$ cat src/rtl/id_ex_stage_reg.sv
// ID/EX pipeline register for the 5-stage MIPS core.
// It latches the Control EX/M/WB bundles and the decoded operands on each edge.
// It also detects load-use hazards, inserts bubbles, and handles branch flush and external stall.
// A saturating counter records how many hazard bubbles have been inserted.
module id_ex_stage_reg #(
    parameter int DW    = 32,
    parameter int RW    = 5,
    parameter int CNT_W = 16
) (
    input  logic             clk,
    input  logic             rst,
    input  logic [2:0]       ex_in,
    input  logic [2:0]       m_in,
    input  logic [1:0]       wb_in,
    input  logic [DW-1:0]    pc4_in,
    input  logic [DW-1:0]    rd1_in,
    input  logic [DW-1:0]    rd2_in,
    input  logic [DW-1:0]    imm_in,
    input  logic [RW-1:0]    rs_in,
    input  logic [RW-1:0]    rt_in,
    input  logic [RW-1:0]    rd_in,
    input  logic             flush,
    input  logic             ext_stall,
    output logic [2:0]       ex_out,
    output logic [2:0]       m_out,
    output logic [1:0]       wb_out,
    output logic [DW-1:0]    pc4_out,
    output logic [DW-1:0]    rd1_out,
    output logic [DW-1:0]    rd2_out,
    output logic [DW-1:0]    imm_out,
    output logic [RW-1:0]    rs_out,
    output logic [RW-1:0]    rt_out,
    output logic [RW-1:0]    rd_out,
    output logic             pc_write,
    output logic             if_id_write,
    output logic             lu_hazard,
    output logic [CNT_W-1:0] bubble_cnt
);

    // Increment that sticks at all-ones so the debug count never wraps.
    function automatic logic [CNT_W-1:0] sat_inc(input logic [CNT_W-1:0] v);
        if (v == {CNT_W{1'b1}}) begin
            sat_inc = v;
        end else begin
            sat_inc = v + {{(CNT_W-1){1'b0}}, 1'b1};
        end
    endfunction

    logic [2:0]       ex_r;
    logic [2:0]       m_r;
    logic [1:0]       wb_r;
    logic [DW-1:0]    pc4_r;
    logic [DW-1:0]    rd1_r;
    logic [DW-1:0]    rd2_r;
    logic [DW-1:0]    imm_r;
    logic [RW-1:0]    rs_r;
    logic [RW-1:0]    rt_r;
    logic [RW-1:0]    rd_r;
    logic [CNT_W-1:0] bubble_cnt_r;
    logic             lu_hazard_s;
    logic             advance_s;

    // Detect a load in EX whose destination (rt) feeds either source of the ID instruction.
    // Register 0 is excluded. Both rs and rt are always compared, so the check is conservative.
    always_comb begin
        lu_hazard_s = 1'b0;
        if (m_r[1] && (rt_r != {RW{1'b0}}) &&
            ((rt_r == rs_in) || (rt_r == rt_in))) begin
            lu_hazard_s = 1'b1;
        end else begin
            lu_hazard_s = 1'b0;
        end
    end

    // Front-end enable: a flush always lets the PC and IF/ID advance; otherwise a hazard or stall freezes them.
    always_comb begin
        advance_s = 1'b1;
        if (flush) begin
            advance_s = 1'b1;
        end else if (lu_hazard_s || ext_stall) begin
            advance_s = 1'b0;
        end else begin
            advance_s = 1'b1;
        end
    end

    // Pipeline register update: reset, then flush, then stall hold, then hazard bubble, then normal load.
    always_ff @(posedge clk) begin
        if (rst) begin
            ex_r         <= 3'b000;
            m_r          <= 3'b000;
            wb_r         <= 2'b00;
            pc4_r        <= {DW{1'b0}};
            rd1_r        <= {DW{1'b0}};
            rd2_r        <= {DW{1'b0}};
            imm_r        <= {DW{1'b0}};
            rs_r         <= {RW{1'b0}};
            rt_r         <= {RW{1'b0}};
            rd_r         <= {RW{1'b0}};
            bubble_cnt_r <= {CNT_W{1'b0}};
        end else if (flush) begin
            // The squashed slot becomes a NOP. Its datapath fields are don't-care and are simply loaded.
            ex_r  <= 3'b000;
            m_r   <= 3'b000;
            wb_r  <= 2'b00;
            pc4_r <= pc4_in;
            rd1_r <= rd1_in;
            rd2_r <= rd2_in;
            imm_r <= imm_in;
            rs_r  <= rs_in;
            rt_r  <= rt_in;
            rd_r  <= rd_in;
        end else if (ext_stall) begin
            ex_r <= ex_r;
        end else if (lu_hazard_s) begin
            // The bubble clears MemRead in EX, so the hazard releases on the very next cycle.
            ex_r         <= 3'b000;
            m_r          <= 3'b000;
            wb_r         <= 2'b00;
            pc4_r        <= pc4_in;
            rd1_r        <= rd1_in;
            rd2_r        <= rd2_in;
            imm_r        <= imm_in;
            rs_r         <= rs_in;
            rt_r         <= rt_in;
            rd_r         <= rd_in;
            bubble_cnt_r <= sat_inc(bubble_cnt_r);
        end else begin
            ex_r  <= ex_in;
            m_r   <= m_in;
            wb_r  <= wb_in;
            pc4_r <= pc4_in;
            rd1_r <= rd1_in;
            rd2_r <= rd2_in;
            imm_r <= imm_in;
            rs_r  <= rs_in;
            rt_r  <= rt_in;
            rd_r  <= rd_in;
        end
    end

    assign ex_out      = ex_r;
    assign m_out       = m_r;
    assign wb_out      = wb_r;
    assign pc4_out     = pc4_r;
    assign rd1_out     = rd1_r;
    assign rd2_out     = rd2_r;
    assign imm_out     = imm_r;
    assign rs_out      = rs_r;
    assign rt_out      = rt_r;
    assign rd_out      = rd_r;
    assign bubble_cnt  = bubble_cnt_r;
    assign lu_hazard   = lu_hazard_s;
    assign pc_write    = advance_s;
    assign if_id_write = advance_s;

endmodule

$ cat config.mk
export PLATFORM = sky130hd
export DESIGN_NAME = id_ex_stage_reg
export DESIGN_NICKNAME = d
export VERILOG_FILES = /design/src/rtl/id_ex_stage_reg.sv
export SDC_FILE = /design/constraint.sdc
export NUM_CORES = 1
export LEC_CHECK = 0
export ABC_AREA = 0
export CAP_MARGIN = 20
export CORE_ASPECT_RATIO = 0.75
export CORE_MARGIN = 1.5
export CORE_UTILIZATION = 43
export CTS_BUF_LIST = sky130_fd_sc_hd__clkbuf_8 sky130_fd_sc_hd__clkbuf_16
export DETAILED_ROUTE_END_ITERATION = 10
export PLACE_DENSITY = 0.84
export SYNTH_ARGS = -nofsm -noshare
export SYNTH_HDL_FRONTEND = slang
export SYNTH_SLANG_ARGS = --single-unit
$ cat constraint.sdc
create_clock -name clk -period 4.8 [get_ports clk]
set_clock_uncertainty 0.05 [all_clocks]
set_input_delay 1.44 -clock clk [delete_from_list [all_inputs] [get_ports clk]]
set_output_delay 1.44 -clock clk [all_outputs]
set_load 0.01 [all_outputs]
# ---- Word-level counts from Yosys, hierarchy flattened
# Index checks and enable logic that the tools add are counted.
dict set report word_totals {
  ff_bits 167
  out_inout_bits 170
  word_cells 46
}
dict set report op_classes {
  add_sub_neg 1
  eq_ne 4
  mux 20
  bitwise_logic 3
  n_reduce_logical 7
}
# cell count
set ops {}
lappend ops {{2-to-1 mux 32 bit} 8}
lappend ops {{2-to-1 mux 5 bit} 6}
lappend ops {{adder 16 x 1 -> 16 bit (second input constant)} 1}
lappend ops {{equality test 16 bit (second input constant)} 1}
lappend ops {{equality test 5 bit} 2}
lappend ops {{2-to-1 mux 3 bit} 2}
lappend ops {{nonzero test 5 bit} 1}
lappend ops {{AND reduction 4 bit} 1}
lappend ops {{2-to-1 mux 1 bit} 3}
lappend ops {{NOT 1 bit} 3}
lappend ops {{logical AND 1 bit} 2}
lappend ops {{logical OR 1 bit} 2}
lappend ops {{2-to-1 mux 2 bit} 1}
lappend ops {{!= test 2 bit (second input constant)} 1}
lappend ops {{OR reduction 2 bit} 1}

# ---- Logic depth before layout (Yosys ltp)
dict set report depth {
  word_depth 7
  depth_mapped 7
}

# ---- Worst setup path after synthesis
# OpenSTA, ideal clock, no wires.
dict set report synth_path {
  path_type {input port to output port}
  from {input port rt_in[0]}
  to {output port pc_write}
  arrival_time_ns 2.588
  required_time_ns 3.310
  path_slack_ns 0.722
  stages 7
  path_buffers 2
  path_cell_list {xor2_1 -> nor3_2 -> a22oi_2 -> nor2b_1 -> buf_2 -> o21bai_1 -> buf_4}
}
dict set report synth_between {
  elab_chain_len 7
}
# element line_no
set synth_rtl {}
lappend synth_rtl {{start, declared} 20} ;# input logic [RW-1:0] rt_in,
lappend synth_rtl {{equality test 5 bit} 68} ;# ((rt_r == rs_in) || (rt_r == rt_in))) begin
lappend synth_rtl {{logical OR 1 bit} 68}
lappend synth_rtl {{logical AND 1 bit} 67} ;# if (m_r[1] && (rt_r != {RW{1'b0}}) &&
lappend synth_rtl {{2-to-1 mux 1 bit} 67}
lappend synth_rtl {{named net lu_hazard} 36} ;# output logic lu_hazard,
lappend synth_rtl {{logical OR 1 bit} 80} ;# end else if (lu_hazard_s || ext_stall) begin
lappend synth_rtl {{2-to-1 mux 1 bit} 80}
lappend synth_rtl {{2-to-1 mux 1 bit} 78} ;# if (flush) begin
lappend synth_rtl {{end, declared} 34} ;# output logic pc_write,
# The timed path passes the listed nets, and every way through them passes these cells.

# ---- Worst setup path in the final report
dict set report layout_path {
  from {input port rt_in[3]}
  to {output port lu_hazard}
}
dict set report layout_between {
  elab_chain_len 4
}
# element line_no
set layout_rtl {}
lappend layout_rtl {{equality test 5 bit} 68}
lappend layout_rtl {{logical OR 1 bit} 68}
lappend layout_rtl {{logical AND 1 bit} 67}
lappend layout_rtl {{2-to-1 mux 1 bit} 67}
lappend layout_rtl {{end, declared} 36}
# No other way between the ends.

==> impl_metrics.ini <==
[outcome]
status = finished clean

[clocking]
cts_num_sinks = 167
ctsHoldBuffers = 0
clk_latency_ps = 420
htree_levels = 4
clock_path_buffers = 2
cts_tree = done
postCtsSetupRepairBufs = 0
clockRootBuffer = clkbuf_16
clk_pin_slew_ps = 60
cts_made_buffers = 17

[final_layout]
nFillCells = 1049
regArea_um2 = 3343
fin_area_um2 = 10240
syn2layout_area_growth_pct = 63.49
nNetsFinal = 1233
diodes = 0
multi_input_area_um2 = 2678
drive_gt1_share_pct = 5.321

[synthesis]
synth_commonest_cells = nand2_1, dfxtp_1, a21oi_1
synth_top_area_cell = dfxtp_1
netlist.area_leader.share_pct = 53.37
async_reset_ff_share_pct = 0
yosysMostFrequentCell = nand2_1
syn_area_um2 = 6265
synth-main-ff-cell = dfxtp_1
syn_nets = 939
synth_edf_count = 0
netlist_instances = 783
synth-seq-cells = 167
yosysSeqAreaShare_pct = 53.37
yosysWarnings = 0
synth_area_per_cell_um2 = 8.001
synth_cell_types = 36
synth_area_leaders = dfxtp_1, nand2_1, a21oi_1, clkbuf_1, xor2_1

[detailed_routing]
drc = 0
routed_wirelength_um = 19620
num_vias = 6327
antenna_left = 0
vias_per_cell = 4.924
drt_pre_antenna_iters = 4
drt_iter0_drc = 411
wl_per_cell_um = 15.27

[critical_path]
critPathSlowestCell = clkdlybuf4s50_1
critPathTopFamily = buffers and inverters
cp-start-kind = input pin
cp_max_fo = 9
arrival_ps = 3060
crit_type = input pin to output pin
critPathRequiredTime_ps = 3310
max_stage_delay_ps = 440
critPathCaptureType = output pin
crit_buf_inv = 3
rrSetupSlack_ps = 2750
r2r-start = rt_out[3]
critPathLaunch = rt_in[3]
worstRegToRegCells = 6
cp_cell_sequence = clkdlybuf4s50_1 > xor2_1 > nor3_2 > a22oi_2 > nor2b_1 > buf_4 > dlygate4sd2_1
timing.rr.end = bubble_cnt[8]

[floorplan]
die_width_um = 142.4
ios = 325
die-area_um2 = 15310
core_area_um2 = 13980
dieHeight_um = 107.5
rows = 37
initial_core_util_pct = 44.81

[power]
power.density_nw_per_um2 = 337.1
ir_worst_vdd_v = 0.0003266
p_leak_uw = 0.003967

[place]
hpwlAfterDp_um = 13570
dp_slack_ps = 7.972
port_buffers = 324
gp_congestion = 0.8846
placed_area_um2 = 9605

[hold_path]
min_to = imm_out[4]
holdPathStages = 2
worstHoldPathType = flip-flop to flip-flop
min-delay-start = imm_out[4]

[global_route]
grt_start_max_net_pins = 144
grt_pass1_vias = 6082
antenna_found_initial = 0
grt_pass1_wl_um = 30550
overflow = 0
track_usage_pct = 25.49

[sta]
fin_tns_setup_ps = 0
setup_viol = 0
fmaxAchievable_mhz = 219.6
period_share_pct = 94.85
fin_ws_ps = 247.0
report.final.slew_viol_count = 0
rsz0062_at_grt = false
final_hold_viol_count = 0
layout_min_cycle_time_ps = 4553
tightest_slew_ps = 1024
slew_headroom_pct = 31.72

[flow_run]
cap_violations = 0
-- state kept, by name (all words and copies together) (netlist names) --
signal / count
pc4_out: 32
m_out: 3
ex_out: 3
rs_out: 5
rd_out: 5
rt_out: 5
imm_out: 32
wb_out: 2
rd1_out: 32
rd2_out: 32
bubble_cnt: 16
-- area by class of cell --
class	instances	area share [%]
flip-flops and latches	167	32.64
repair buffers	333	32.54
multi-input cells	556	26.14
clock buffers	22	4.825
well taps	195	2.382
clock inverters	10	1.393
inverters	2	0.07330
-- timing repair --
item	4_1_cts	5_1_grt
endpoints found under the setup margin	3	1
resized for setup	2	1
pin swaps	1	0
-- worst min-delay path, stage by stage, from the launching register on --
cell and delay (ps):
dfxtp_1 310, nand2_1 50, a21oi_1 50
-- layout by cell type, fill, tap and decap left out, drive strengths merged, types with 2 or more instances in the layout --
cell type / count
nand3: 13
buf: 10
nor2b: 8
nor3: 6
bufinv: 3
mux2: 6
dfxtp: 167
clkdlybuf4s50: 320
and4: 4
nand2b: 3
clkbuf: 22
or4: 9
nand4: 9
nor4: 2
nand2: 290
o31ai: 8
xor2: 10
o21ai: 9
dlygate4sd2: 2
nor2: 11
a21oi: 152
nand3b: 8
clkinv: 6
inv: 2
-- kinds of logic (layout without fill, tap and decap cells) --
kind of cell / Yosys count / count (layout) / share of synthesized area (%)
DFF: 167 / 167 / 53.37
adders and majority gates: 1 / 1 / 0.1997
muxes: 7 / 7 / 1.418
xor gates and xnor gates: 10 / 10 / 1.398
and+or+nand+nor: 366 / 366 / 25.20
buffers and inverters: 60 / 367 / 4.134
AOI/OAI and AO/OA: 172 / 172 / 14.28
-- routing by layer --
layer  up-vias  wire length [um]  part of all wire, %  GRT usage (%)
met5         -                 0                    0              0
met4         0               406                  2.1          10.09
met3        28              1513                  7.7          8.096
met2       210              9711                   50          44.32
met1      2903              7986                   41          29.18
li1       3186                 -                    -              -
-- how the worst max path moves through the flow --
stage	end	slack, ps	cells past startpoint
6_report	lu_hazard	250	7
5_1_grt	if_id_write	190	7
4_1_cts	pc_write	0.6	7
3_5_place_dp	if_id_write	8	7
3_3_place_gp	lu_hazard	70	7
2_1_floorplan	pc_write	720	7
-- metrics by stage --
step	utilization, %	total power, uW	std cells	hold WS [ps]
after floorplan	-	1717	783	426.1
after global placement	68.70	2033	1253	386.7
after detailed placement	68.70	2041	1253	392.5
after CTS	73.24	3482	1285	400.8
after global routing	73.26	3582	1285	414.2
final	73.26	3453	1285	398.0
-- power breakdown --
group          internal, uW  switching (uW)  leakage [uW]
combinational           291             219       0.00227
clock                   890             551      0.000312
sequential             1460            38.8       0.00138
No activity file was read; power rests on OpenSTA's default activity.
